File: src/rtl/addsub_pipe.sv
// Registered two's-complement adder/subtractor with running accumulator,
// optional signed saturation and valid/ready flow control on both sides.
module addsub_pipe #(
    parameter int WIDTH = 8,
    parameter bit SAT   = 1'b0
) (
    input  logic             clk,
    input  logic             rst_n,
    input  logic             in_valid,
    output logic             in_ready,
    input  logic [WIDTH-1:0] a,
    input  logic [WIDTH-1:0] b,
    input  logic [1:0]       op,
    input  logic             cin,
    input  logic             clr_acc,
    output logic             out_valid,
    input  logic             out_ready,
    output logic [WIDTH-1:0] result,
    output logic             cout,
    output logic             ovf,
    output logic             zero,
    output logic             neg,
    output logic [WIDTH-1:0] acc
);

    localparam logic [WIDTH-1:0] SAT_POS = {1'b0, {(WIDTH-1){1'b1}}};
    localparam logic [WIDTH-1:0] SAT_NEG = {1'b1, {(WIDTH-1){1'b0}}};

    logic             accept;
    logic             is_acc;
    logic             is_sub;
    logic [WIDTH-1:0] first_opnd;
    logic [WIDTH-1:0] second_raw;
    logic [WIDTH-1:0] addend;
    logic             carry;
    logic [WIDTH:0]   raw_sum;
    logic             ovf_next;
    logic [WIDTH-1:0] result_next;

    logic             out_valid_reg;
    logic [WIDTH-1:0] result_reg;
    logic             cout_reg;
    logic             ovf_reg;
    logic             zero_reg;
    logic             neg_reg;
    logic [WIDTH-1:0] acc_reg;

    assign in_ready = !out_valid_reg || out_ready;
    assign accept   = in_valid && in_ready;
    assign is_acc   = op[1];
    assign is_sub   = op[0];

    // Subtraction is a + ~b + ~borrow, so one adder serves all four ops.
    always_comb begin
        first_opnd  = is_acc ? (clr_acc ? '0 : acc_reg) : a;
        second_raw  = is_acc ? a : b;
        addend      = is_sub ? ~second_raw : second_raw;
        carry       = is_sub ? ~cin : cin;
        raw_sum     = {1'b0, first_opnd} + {1'b0, addend} + {{WIDTH{1'b0}}, carry};
        ovf_next    = (first_opnd[WIDTH-1] == addend[WIDTH-1]) &&
                      (raw_sum[WIDTH-1] != first_opnd[WIDTH-1]);
        result_next = raw_sum[WIDTH-1:0];
        if (SAT && ovf_next) begin
            result_next = first_opnd[WIDTH-1] ? SAT_NEG : SAT_POS;
        end
    end

    always_ff @(posedge clk or negedge rst_n) begin
        if (!rst_n) begin
            out_valid_reg <= 1'b0;
            result_reg    <= '0;
            cout_reg      <= 1'b0;
            ovf_reg       <= 1'b0;
            zero_reg      <= 1'b0;
            neg_reg       <= 1'b0;
            acc_reg       <= '0;
        end else begin
            if (accept) begin
                out_valid_reg <= 1'b1;
                result_reg    <= result_next;
                cout_reg      <= raw_sum[WIDTH];
                ovf_reg       <= ovf_next;
                zero_reg      <= (result_next == '0);
                neg_reg       <= result_next[WIDTH-1];
            end else if (out_ready) begin
                out_valid_reg <= 1'b0;
            end
            // An accepted ACC op already folded clr_acc into its operand.
            if (accept && is_acc) begin
                acc_reg <= result_next;
            end else if (clr_acc) begin
                acc_reg <= '0;
            end
        end
    end

    assign out_valid = out_valid_reg;
    assign result    = result_reg;
    assign cout      = cout_reg;
    assign ovf       = ovf_reg;
    assign zero      = zero_reg;
    assign neg       = neg_reg;
    assign acc       = acc_reg;

endmodule

File: config.mk
export PLATFORM = sky130hd
export DESIGN_NAME = addsub_pipe
export DESIGN_NICKNAME = d
export VERILOG_FILES = /design/src/rtl/addsub_pipe.sv
export SDC_FILE = /design/constraint.sdc
export NUM_CORES = 1
export LEC_CHECK = 0
export ABC_AREA = 1
export CAP_MARGIN = 20
export CORE_MARGIN = 5
export CORE_UTILIZATION = 52
export CTS_BUF_LIST = sky130_fd_sc_hd__clkbuf_4
export CTS_CLUSTER_DIAMETER = 50
export CTS_CLUSTER_SIZE = 40
export DETAILED_ROUTE_END_ITERATION = 12
export PLACE_DENSITY = 0.95
export SLEW_MARGIN = 25
export SYNTH_ARGS = -nofsm -noshare
export SYNTH_HDL_FRONTEND = slang
export SYNTH_SLANG_ARGS = --single-unit
File: constraint.sdc
create_clock -name clk -period 6.2 [get_ports clk]
set_input_delay 0.62 -clock clk [delete_from_list [all_inputs] [get_ports clk]]
set_output_delay 0.62 -clock clk [all_outputs]
set_load 0.05 [all_outputs]
# Word-level counts from Yosys, hierarchy flattened

Cells that the tools add are included.

Register bits after elaboration: 21
Input port bits: 24

Add/subtract/negate cells: 2
Equality and inequality tests: 2
Multiplexer cells: 8
Bitwise logic cells: 2
Reduce and logical (&&, ||, !) cells: 7

Operators with widths:

| cell              | number |
|---|---|
| $mux 8            | 5 |
| $add 8x8->9       | 1 |
| $add 9x1->9       | 1 |
| $logic_not 8->1   | 1 |
| $not 8->8         | 1 |
| $logic_and 1x1->1 | 3 |
| $mux 1            | 3 |
| $reduce_bool 2->1 | 1 |
| $eq 1x1->1        | 1 |
| $logic_not 1->1   | 1 |
| $logic_or 1x1->1  | 1 |
| $ne 1x1->1        | 1 |
| $not 1->1         | 1 |

# Logic depth before layout (Yosys ltp)

Gate-level depths: netlist of run 1.

Depth after elaboration: 7
Mapped depth: 17
Depth with buffers taken out: 16

# Least setup slack after synthesis of run 1

OpenSTA, ideal clock, no wires.

Path kind: input to register
Start point: input op[1]
End point: register zero_reg, in the netlist zero
Library setup time: 0.066 ns
Arrival: 2.454 ns
Required time: 6.134 ns
Path slack: 3.680 ns
Stages on the path: 15
Buffers on the path: 1
Cell sequence: inv_2 > buf_4 > nand2_1 > nand2_1 > xnor2_1 > fa_1 > inv_1 > fa_1 > inv_1 > nand2_1 > nor2_1 > nand3_1 > nor2_2 > nand3_2 > nand2_1

Cells in the longest elaborated chain, start to end: 6
Elaborated cells between the ends (all ways): 7
Classes of those cells: 2 x add/sub; 3 x mux; 1 x bitwise; 1 x reduce/logical

RTL lines:

| what                 | RTL line | source |
|---|---|---|
| start, declared      | 13       | `input logic [1:0] op,` |
| $mux 8               | 56       | `second_raw = is_acc ? a : b;` |
| $not 8->8            | 57       | `addend = is_sub ? ~second_raw : second_raw;` |
| $mux 8               | 57       |  |
| $add 8x8->9 (*)      | 59       | `raw_sum = {1'b0, first_opnd} + {1'b0, addend} + {{WIDTH{1'b0}}, carry};` |
| $add 9x1->9 (*)      | 59       |  |
| via raw_sum[1]       | 36       | `logic [WIDTH:0] raw_sum;` |
| $logic_not 8->1 (*)  | 83       | `zero_reg <= (result_next == '0);` |
| end signal, assigned | 83       |  |
| end, declared        | 44       | `logic zero_reg;` |

Mark *: on every way through the listed nets, which the timed path passes. The rest lies on a longest branch.
A chain may end at the register's enable or synchronous reset.

# Worst setup path after layout of run 1

Same ends and word-level chain as after synthesis.

==> flow_summary_export.csv, run 1 <==
group,metric,value,unit
outcome,status,"finished, final reports clean",
synth,synth-async-reset-ratio,1.000,
clocking,cts_buffers,3,
floorplanning,io_pins,46,
synth,synth_most_common_cell,"nand2_1",
setup_path,cp_max_fo,19,
routing,viasPerCell,5.299,
clocking,ctsResizeCount,0,
sta,slew_viol_final,0,
sta,finalSetupTns,0,ns
global_routing,grt_start_max_net_pins,21,
global_routing,gr-total-overflow,0,
cells_and_area,multiInputGateArea,858.3,sq um
sta,tightestPinTransition,0.8489,ns
global_routing,grt_pass1_wl,6141,microns
routing,wl,3646,microns
routing,route.detailed.drc,0,
global_routing,grt_pass1_vias,1478,
clocking,path_clk_slew,0.10,ns
clocking,cts_root_buf,"clkbuf_4",
synth,synth_top_area_cell,"dfrtp_1",
clocking,post_cts_buffers,0,
synth,synth_edf_count,0,
clocking,cts_buffer_depth,2,
floorplanning,fp.dieH,63.51,microns
sta,rsz0062_at_grt,"no",
cells_and_area,regArea,500.5,sq um
sta,hold_viol_final,0,
cells_and_area,fin_util,0.7137,
placed_design,dp_hpwl,3040,microns
global_routing,grtUsageTotal,0.1884,
placed_design,routabilityCongestion,0.9083,
routing,firstDrtPassIters,4,
sta,max_slew_margin,0.4323,
synth,yosysWarnings,0,
cells_and_area,diodes,0,
global_routing,antenna_found_initial,0,
setup_path,crit_arrival,3.50,ns
placed_design,portBuffers,45,
floorplanning,die_area,4034,sq um
clocking,cts_sinks,20,
synth,syn-cell-area,1489,sq um
routing,drtIter0Drc,112,
routing,drtAntennaViolNets,0,
sta,fmax,306.9,MHz
cells_and_area,area_delta_synth_final,32.19,%
synth,synth-seq-cells,20,
pwr,cellPowerDensity,284.7,nW/um^2
synth,synth_top_area_frac,0.3361,
synth,synth_cells,214,
synth,synth_cell_types,28,
synth,yosysSeqAreaShare,0.3361,
pwr,ir_drop,241.0,uV
worst_hold_path,hp-class,"reg -> reg",
cells_and_area,final_layout_size_suffix_gt1_frac,0.05837,
synth,synth.avg_cell_area,6.958,sq um
sta,skew,0.002998,ns
synth,ys.flop_type,"dfrtp_1",
run,maxCapViolCount,0,
clocking,htreeDepth,1,
sta,setup_viol,0,
routing,num_vias,1526,
clocking,cts_hold_buffers,0,
floorplanning,start_util,0.5399,
sta,period_share,0.5255,
setup_path,endpoint_kind,"flop",
synth,synth.area.top_cells,"dfrtp_1, nand2_1, o21ai_0",
setup_path,cp-start-kind,"primary input",
cells_and_area,fillers,217,
routing,wl_per_cell,12.66,microns
floorplanning,core,2758,sq um
sta,period_minus_slack,3.258,ns
floorplanning,die_width,63.51,microns
setup_path,required,6.45,ns
synth,synthTopCellsByCount,"nand2_1, inv_1, dfrtp_1, o21ai_0, nor2_1",
floorplanning,rows,19,
pwr,leakage,0.9696,nW
synth,synth_nets,247,
cells_and_area,nets,291,
clocking,clk_latency,0.30,ns
clocking,cts_tree,"built",
setup_path,path_class,"in -> reg",
worst max-delay path: stages:
cell,delay [ns]
clkdlybuf4s50_1,0.79
inv_2,0.27
nand2_1,0.11
nand2_1,0.06
xnor2_1,0.14
fa_1,0.41
inv_1,0.11
fa_1,0.42
inv_1,0.10
nand2_1,0.06
nor2_1,0.08
nand3_1,0.10
nor2_2,0.10
nand3_2,0.06
nand2_1,0.06
layout make-up:
type	count	area share
multi-input cells	163	0.4361
flip-flops and latches	20	0.2543
repair buffers	45	0.2289
inverters	25	0.04768
well taps	31	0.01971
clock buffers	3	0.01144
clock inverters	1	0.001907
where the power goes:
part,switching (mW),internal (mW),total (mW)
registers,0.0159,0.157,0.173
clock network,0.0384,0.0235,0.0619
logic,0.215,0.110,0.326
total,0.270,0.291,0.560
per-stage QoR:
step	power [mW]	cells	worst slack (ns)	instance area [sq um]	hold WS [ns]
final	0.5604	288	2.942	1968	0.4982
after global routing	0.5949	288	2.733	1968	0.5196
after CTS	0.5609	288	2.959	1968	0.4992
after detailed placement	0.5013	284	2.648	1942	0.4748
after global placement	0.4916	284	2.758	1942	0.4677
after floorplan	0.3960	214	3.680	1489	0.3244
cell usage in the layout (no fill, tap or decap), types with 2 or more instances in the layout:
cell,n
nand2_1,74
clkdlybuf4s50_1,45
inv_1,23
dfrtp_1,20
o21ai_0,18
nor2_1,15
nand3_1,11
o21ai_1,9
xor2_1,7
ha_1,7
nand2_2,5
clkbuf_4,3
inv_2,2
xnor2_1,2
a21oi_1,2
fa_1,2
cells by family after synthesis:
| kind of cell | Yosys count | synth area share |
|---|---|---|
| flip-flops | 20 | 0.3361 |
| AND/OR/NAND/NOR | 111 | 0.3143 |
| AO/OA/AOI/OAI | 34 | 0.1235 |
| buffers and inverters | 31 | 0.08739 |
| adder cells (fa/ha/maj) | 9 | 0.08571 |
| XOR/XNOR | 9 | 0.05294 |
routing by layer:
layer	global-route usage	wire, microns	vias up
li1	-	-	764
met3	0.02664	243	9
met1	0.2013	1482	699
met4	0.1039	91	0
met5	0	0	-
met2	0.3477	1828	54
final timing paths:
path                            from        end  slack, ns  depth (start not counted)
setup / recovery               op[1]       zero       2.94                         15
hold / removal             result[2]  result[2]       0.50                          2
setup reg to reg              acc[0]       zero       3.97                         13
hold reg to reg            result[2]  result[2]       0.50                          2
max in group asynchronous      rst_n       zero       4.89                          1
min in group asynchronous      rst_n  result[3]       0.79                          1
Note: power is estimated with default switching activity, not from simulation.
==> run 2: changes to the inputs <==
- CORE_UTILIZATION: 52 -> 44
- PLACE_DENSITY: 0.95 -> 0.87
- clock period: 6.2 -> 2.98 ns (I/O delays scaled with it)
==> run 2 against run 1 <==
First-iteration DRC count shrank 25%. Flip-flop and latch count is the same. Power rose by 110%. Combinational power increased by 110%. Setup slack worse by 2.5 ns. Non-clock buffer count up 3. Cell count up 6.3%. Utilization shrank 11 points. Sequential share of layout area shrank 0.52 points. Critical endpoint unchanged. Highest routed layer unchanged.
==> flow_summary_export.csv, run 2 (synthesis gave the netlist of run 1 again) <==
group,metric,value,unit
outcome,status,"finished, final reports clean",
worst_hold_path,hp-class,"in -> async",
sta,hold_viol_final,0,
clocking,path_clk_slew,0.11,ns
clocking,clk_latency,0.30,ns
run,maxCapViolCount,0,
setup_path,path_depth,15,
sta,finalSetupTns,0,ns
global_routing,grt_busiest_layer,"met2",
clocking,ctsResizeCount,0,
global_routing,grtUsageTotal,0.1666,
setup_path,path_class,"in -> reg",
floorplanning,start_util,0.4497,
sta,rsz0062_at_grt,"no",
cells_and_area,diodes,0,
floorplanning,die_area,4647,sq um
floorplanning,io_pins,46,
sta,period_share,0.8383,
global_routing,grt_util_met2,0.3032,
pwr,cellPowerDensity,579.6,nW/um^2
cells_and_area,layout_commonest_cell,"nand2_1",
global_routing,gr-total-overflow,0,
floorplanning,rows,21,
floorplanning,core,3311,sq um
routing,drtIter0Drc,84,
global_routing,met1_usage,0.2075,
sta,slew_viol_final,0,
placed_design,dp_hpwl,2946,microns
routing,num_vias,1480,
floorplanning,fp.dieH,68.17,microns
clocking,cts_root_buf,"clkbuf_4",
pwr,comb_power_share,0.580,
pwr,power.switching,557.9,uW
placed_design,portBuffers,45,
pwr,power.total,1.165,mW
setup_path,endpoint_kind,"flop",
setup_path,cp_cell_sequence,"clkdlybuf4s50_1 -> inv_1 -> nand2_1 -> nand2_1 -> o21ai_0 -> fa_1 -> inv_1 -> fa_1 -> inv_1 -> nand2_1 -> nor2_1 -> nand3_1 -> nor2_2 -> nand3_2 -> nand2_1",
cells_and_area,mostFrequentLayoutCells,"nand2_1, clkdlybuf4s50_1, inv_1",
clocking,cts_sinks,20,
sta,setup_viol,0,
global_routing,antenna_found_initial,0,
routing,viasPerCell,4.837,
global_routing,gr-usage-met3,0.01149,
clocking,post_cts_buffers,0,
cells_and_area,area_delta_synth_final,34.96,%
setup_path,path_delay_family,"buffers and inverters",
clocking,htreeDepth,1,
sta,skew,0.002041,ns
pwr,ir_drop,180.3,uV
global_routing,grt_pass1_wl,5982,microns
pwr,swShare,0.4790,
cells_and_area,multiInputGateArea,858.3,sq um
sta,fmax,400.3,MHz
setup_path,slowest_delay,0.48,ns
pwr,internal_power,606.7,uW
pwr,seqPwrFrac,0.308,
cells_and_area,nets,294,
clocking,cts_buffer_depth,2,
setup_path,cp_max_fo,6,
setup_path,crit_slowest_cell,"clkdlybuf4s50_1",
clocking,cts_tree,"built",
sta,tightestPinTransition,0.8594,ns
setup_path,rr_worst_depth,13,
sta,period_minus_slack,2.498,ns
cells_and_area,fillers,309,
floorplanning,die_width,68.17,microns
routing,wl,3535,microns
pwr,power.share.clock,0.112,
placed_design,pre_cts_ws,0.1993,ns
sta,max_slew_margin,0.4253,
pwr,leakage,0.9840,nW
setup_path,cp-start-kind,"primary input",
placed_design,routabilityCongestion,0.8741,
cells_and_area,final_layout_size_suffix_gt1_frac,0.06923,
routing,firstDrtPassIters,4,
routing,route.detailed.drc,0,
setup_path,crit_top_cell,"nand2_1",
setup_path,crit_arrival,2.75,ns
clocking,cts_hold_buffers,0,
clocking,cts_buffers,3,
routing,drtAntennaViolNets,0,
cells_and_area,fin_util,0.6070,
cells_and_area,regArea,500.5,sq um
global_routing,grt_start_max_net_pins,21,
setup_path,required,3.23,ns
routing,wl_per_cell,11.55,microns
global_routing,grt_pass1_vias,1387,
setup_path,critical_path_buf_inv_count,4,
sta,fin_ws,0.4818,ns
[run 2: metal layers]
metal,vias to the layer above,part of all wire
met5,-,0
met4,0,0.015
met3,5,0.074
met2,52,0.48
met1,657,0.43
li1,766,-
[run 2: final timing paths]
path	start	end	slack, ns
worst max-delay path	clr_acc	zero	0.48
worst min-delay path	rst_n	result[4]	0.47
worst max register to register	acc[0]	zero	0.76
worst min register to register	result[2]	result[2]	0.49
max in group asynchronous	rst_n	out_valid	1.98
min in group clk	result[2]	result[2]	0.49
[run 2: final cells by class]
type / count / area share
inverters: 25 / 0.04670
clock inverters: 1 / 0.001868
well taps: 46 / 0.02864
clock buffers: 3 / 0.01121
flip-flops and latches: 20 / 0.2491
multi-input cells: 163 / 0.4271
repair buffers: 48 / 0.2354
[run 2: stage by stage]
stage / area, sq um / std cells / hold slack (ns)
after floorplan: 1489 / 214 / 0.002409
after detailed placement: 1983 / 302 / 0.4717
after global routing: 2009 / 306 / 0.5212
after CTS: 2009 / 306 / 0.4965
after global placement: 1983 / 302 / 0.4653
final: 2009 / 306 / 0.4726
[run 2: power groups by stage]
| stage | Sequential, mW | Clock (mW) | Combinational [mW] |
|---|---|---|---|
| final | 0.358 | 0.131 | 0.675 |
| after global routing | 0.365 | 0.140 | 0.735 |
| after CTS | 0.359 | 0.130 | 0.677 |
| after detailed placement | 0.365 | 0 | 0.676 |
| after global placement | 0.363 | 0 | 0.665 |
| after floorplan | 0.561 | 0 | 0.263 |
